$ cat src/rtl/vec_pkg.sv
// Shared definitions for the vector display engine program counter.
//   AW       : word-address width of the PC
//   DEPTH    : return-stack entries (power of two)
//   PTR_W    : stack-pointer width, log2(DEPTH)
//   vec_op_e : long-form vector opcodes that drive call/return/jump
package vec_pkg;

    localparam int unsigned AW    = 12;
    localparam int unsigned DEPTH = 4;
    localparam int unsigned PTR_W = 2;

    typedef logic [AW-1:0] waddr_t;

    // load_pc = ~opcode[0] is derived upstream from these encodings
    typedef enum logic [3:0] {
        OP_JSRL = 4'hC,
        OP_RTSL = 4'hD,
        OP_JMPL = 4'hE
    } vec_op_e;

endpackage

$ cat src/rtl/vec_ret_stack.sv
// Circular return-address stack (DEPTH x AW) for vector subroutine calls.
// Ports:
//   clk, reset_n : clock, synchronous active-low reset (clears sp and entries)
//   i_push       : write i_data at sp, sp+1
//   i_pop        : sp-1; top entry is presented on o_top_c
//   i_data       : value to push (current PC)
//   o_top_c      : combinational read of stack[sp-1]
// Push and pop together rewrite stack[sp-1] in place and leave sp unchanged.
module vec_ret_stack
    import vec_pkg::*;
(
    input  logic   clk,
    input  logic   reset_n,
    input  logic   i_push,
    input  logic   i_pop,
    input  waddr_t i_data,
    output waddr_t o_top_c
);

    waddr_t           r_mem [DEPTH];
    logic [PTR_W-1:0] r_sp;
    logic [PTR_W-1:0] w_sp_dec;

    // Pointer wraps mod DEPTH, so pop at sp=0 reads the last entry
    assign w_sp_dec = r_sp - PTR_W'(1);
    assign o_top_c  = r_mem[w_sp_dec];

    // Stack storage and pointer update
    always_ff @(posedge clk) begin
        if (!reset_n) begin
            r_sp <= '0;
            for (int i = 0; i < int'(DEPTH); i++) begin
                r_mem[i] <= '0;
            end
        end else if (i_push && i_pop) begin
            r_mem[w_sp_dec] <= i_data;
        end else if (i_push) begin
            r_mem[r_sp] <= i_data;
            r_sp        <= r_sp + PTR_W'(1);
        end else if (i_pop) begin
            r_sp <= w_sp_dec;
        end
    end

endmodule

$ cat src/rtl/vector_pc.sv
// Program counter for the vector display engine with call/return stack.
// Ports:
//   clk, reset_n : clock, synchronous active-low reset
//   latch0/2     : instruction word complete, advance PC by one
//   dmapush      : push current count_out onto the return stack
//   dmaload      : load PC from count_in (load_pc=1) or pop the stack (load_pc=0)
//   load_pc      : selects jump/call target vs. return address
//   count_in     : jump/call target word address
//   count_out    : registered current word address
module vector_pc
    import vec_pkg::*;
(
    input  logic          clk,
    input  logic          reset_n,
    input  logic          latch0,
    input  logic          latch2,
    input  logic          dmapush,
    input  logic          dmaload,
    input  logic          load_pc,
    input  logic [AW-1:0] count_in,
    output logic [AW-1:0] count_out
);

    waddr_t r_count;
    waddr_t w_count_nxt;
    waddr_t w_stack_top;
    logic   w_pop;

    assign w_pop = dmaload & ~load_pc;

    // Stack always sees the pre-update PC as push data
    vec_ret_stack u_stack (
        .clk     (clk),
        .reset_n (reset_n),
        .i_push  (dmapush),
        .i_pop   (w_pop),
        .i_data  (r_count),
        .o_top_c (w_stack_top)
    );

    // Next-PC select: load beats increment beats hold
    always_comb begin
        w_count_nxt = r_count;
        if (dmaload) begin
            w_count_nxt = load_pc ? count_in : w_stack_top;
        end else if (latch0 || latch2) begin
            w_count_nxt = r_count + AW'(1);
        end
    end

    // PC register
    always_ff @(posedge clk) begin
        if (!reset_n) begin
            r_count <= '0;
        end else begin
            r_count <= w_count_nxt;
        end
    end

    assign count_out = r_count;

endmodule

$ cat config.mk
export PLATFORM = sky130hd
export DESIGN_NAME = vector_pc
export DESIGN_NICKNAME = d
export VERILOG_FILES = /design/src/rtl/vec_pkg.sv /design/src/rtl/vec_ret_stack.sv /design/src/rtl/vector_pc.sv
export SDC_FILE = /design/constraint.sdc
export NUM_CORES = 1
export LEC_CHECK = 0
export ABC_AREA = 1
export ABC_CLOCK_PERIOD_IN_PS = 3000
export CORE_MARGIN = 10
export CORE_UTILIZATION = 36
export CTS_CLUSTER_DIAMETER = 150
export DETAILED_ROUTE_END_ITERATION = 10
export SLEW_MARGIN = 15
export SYNTH_ARGS = -nofsm -noshare
export SYNTH_HDL_FRONTEND = slang
export SYNTH_SLANG_ARGS = --single-unit
$ cat constraint.sdc
create_clock -name clk -period 3 [get_ports clk]
set_clock_uncertainty 0.15 [all_clocks]
set_input_delay 0.3 -clock clk [delete_from_list [all_inputs] [get_ports clk]]
set_output_delay 0.3 -clock clk [all_outputs]
set_load 0.05 [all_outputs]
==> results.cfg <==
[run_status]
status = completed

[synth]
synthAdderAreaFrac_pct = 1.16
syn_area_sq_um = 3240
synth_cells = 391
synth_mux_area_share_pct = 0
ys_seq_elements = 62
netlist_top_cells_area = edfxtp_1 (45%), nand2_1 (11%), nor2_1 (9.0%), dfxtp_1 (8.7%), inv_1 (4.9%)
syn_avg_cell_area_sq_um = 8.28
synth_top_area_share_pct = 44.5
yosys.area_share.simple_pct = 29.8
yosys_warnings = 0
synth-compound-area-share_pct = 7.73
yosysTopAreaCell = edfxtp_1
ys_types = 28
synth_xor_area_share_pct = 0.271
syn_nets = 413
yosysSeqAreaShare_pct = 53.2
synth_top_family_by_area = simple AND/OR/NAND/NOR gates

[clock_tree]
cts_root_buffer = clkbuf_8
cts_setup_buffers = 0
cts_made_buffers = 9
hold_buffers = 0
clk_pin_slew_ns = 0.07
cts_tree = done
clockBufferDepth = 2
clkSinkCount = 62
htree_levels = 3
cts_resized = 0
clock_latency_ns = 0.33

[global_route]
grt_pass1_wl_um = 13100
grt_pass1_vias = 2594
antenna_found_initial = 0
grt_start_max_net_pins = 19
grt_overflow = 0
grtUsageTotal_pct = 12.6

[pwr]
p_per_area_nw_per_um2 = 523
power_mw = 2.02
irDropWorstVdd_mv = 0.197
leakagePower_nw = 1.52

[layout]
final_common_cell = nand2_1
layout_common_cells = nand2_1 (98), nor2_1 (78), edfxtp_1 (48)
area_delta_synth_final_pct = 19.2
drive_gt1_share_pct = 10.7
post-route-util_pct = 44.2
ff_latch_area_sq_um = 1720
layoutNonFillerInstCount = 547
nFillCells = 860
nNetsFinal = 456
antenna_cells = 0
multi_input_area_sq_um = 1260

[floorplan]
io_pins = 31
core_area_sq_um = 8720
die_x_um = 115
die_h_um = 115
start_util_pct = 37.1
die_area_sq_um = 13200
num_rows = 34

[timing]
post-route-period-util_pct = 82.3
hold_violations = 0
period_needed_ns = 2.47
setup_tns_ns = 0
tightest_slew_ns = 0.610
fmax_ghz = 0.405
drv_slew = 0
hold_slack_ns = 0.453
setup-violations-final = 0
grt_setup_unrepaired = false
maxSlewHeadroom_pct = 59.2

[routing]
drt_iter0_drc = 208
drc = 0
drtAntennaViolNets = 0
viasPerCell = 4.78
dr_total_vias = 2612
first_pass_iters = 4
routed_wl_um = 7950
wl_per_cell_um = 14.5

[hold_path]
hold_start = count_out[11]
whs_endpoint = count_out[11]
hold_path_class = flop to flop
holdPathStages = 2

[job]
cap_violations = 0

[setup_path]
critPathLaunchType = primary input
reg2regPathDepth = 9
path_cells = clkdlybuf4s50_1, clkinv_1, nor2_1, inv_1, ha_1, nand2_1, o21ai_1, a21oi_4, inv_2, or2_4, nand2_2
end_kind = flop
cpPeakStageDelay_ns = 0.49
slowest_stage = clkdlybuf4s50_1
rrSetupSlack_ns = 0.82
cp.required_ns = 2.87
critPathKind = primary input to flop
r2r-start = u_stack.r_sp[1]
cp_max_fo = 12
reg2reg_to = u_stack.r_mem[1][7]
arrival_ns = 2.33

[place]
port-buffer-count = 30
dp.cells = 531
dpl.hpwl_um = 6160
gp_congestion = 0.817
## per-stage QoR
| stage | setup WS (ns) | cell area (sq um) |
|---|---|---|
| floorplan | 0.476 | 3240 |
| global placement | 0.240 | 3690 |
| detailed placement | 0.180 | 3690 |
| CTS | 0.517 | 3860 |
| global route | 0.265 | 3860 |
| finish | 0.532 | 3860 |
## worst max-delay path, delay by kind of cell
kind,cells,cell delay (ns)
buffers and inverters,4,0.70
adders and majority gates,1,0.18
and+or+nand+nor,4,0.86
AOI/OAI and AO/OA,2,0.29
## Yosys cell counts, drive strengths merged
| library cell | n |
|---|---|
| ha | 3 |
| edfxtp | 48 |
| nand2 | 103 |
| nand3 | 21 |
| clkbuf | 3 |
| nand4 | 6 |
| o21ai | 27 |
| buf | 7 |
| inv | 46 |
| o22ai | 1 |
| dfxtp | 14 |
| a21oi | 18 |
| nor2 | 87 |
| or2 | 1 |
| o211ai | 1 |
| xor2 | 1 |
| clkinv | 2 |
| nor3 | 2 |
## layout make-up
cell class | count | share of cell area [%]
clock buffer | 10 | 3.31
clock inverter | 6 | 1.01
inverter | 48 | 4.74
multi-input combinational | 271 | 32.7
sequential | 62 | 44.6
tap | 108 | 3.50
timing repair buffer | 42 | 10.1
## worst max path at each step
| stage | end | from | slack [ns] |
|---|---|---|---|
| floorplan | u_stack.r_mem[3][0] | dmaload | 0.48 |
| global placement | u_stack.r_mem[1][10] | dmaload | 0.24 |
| detailed placement | u_stack.r_mem[1][0] | dmaload | 0.18 |
| CTS | u_stack.r_mem[1][2] | dmaload | 0.52 |
| global route | u_stack.r_mem[1][2] | dmaload | 0.27 |
| finish | u_stack.r_mem[1][2] | dmaload | 0.53 |
## routing by layer
layer	track usage [%]	part of all wire (%)	up-vias
li1	-	-	1346
met4	6.44	2.0	0
met1	15.9	46	1212
met3	2.24	4.0	9
met2	20.3	48	45
met5	0	0	-
## sequential cells by signal (all words and copies together), names as in the netlist
name	flops
count_out	12
u_stack.r_sp	2
u_stack.r_mem	48
## logic make-up after synthesis
kind of cell,Yosys count
compound gates,47
xor+xnor,1
fa+ha+maj,3
flops,62
buf+inv,58
simple gates,220
## power breakdown
part / internal, mW / total (mW) / leakage (nW) / switching [mW]
Clock: 0.296 / 0.628 / 0.0820 / 0.332
Combinational: 0.123 / 0.359 / 0.819 / 0.236
Sequential: 0.987 / 1.03 / 0.615 / 0.0434
Total: 1.41 / 2.02 / 1.52 / 0.611
Power figures use the tool's default switching activity.
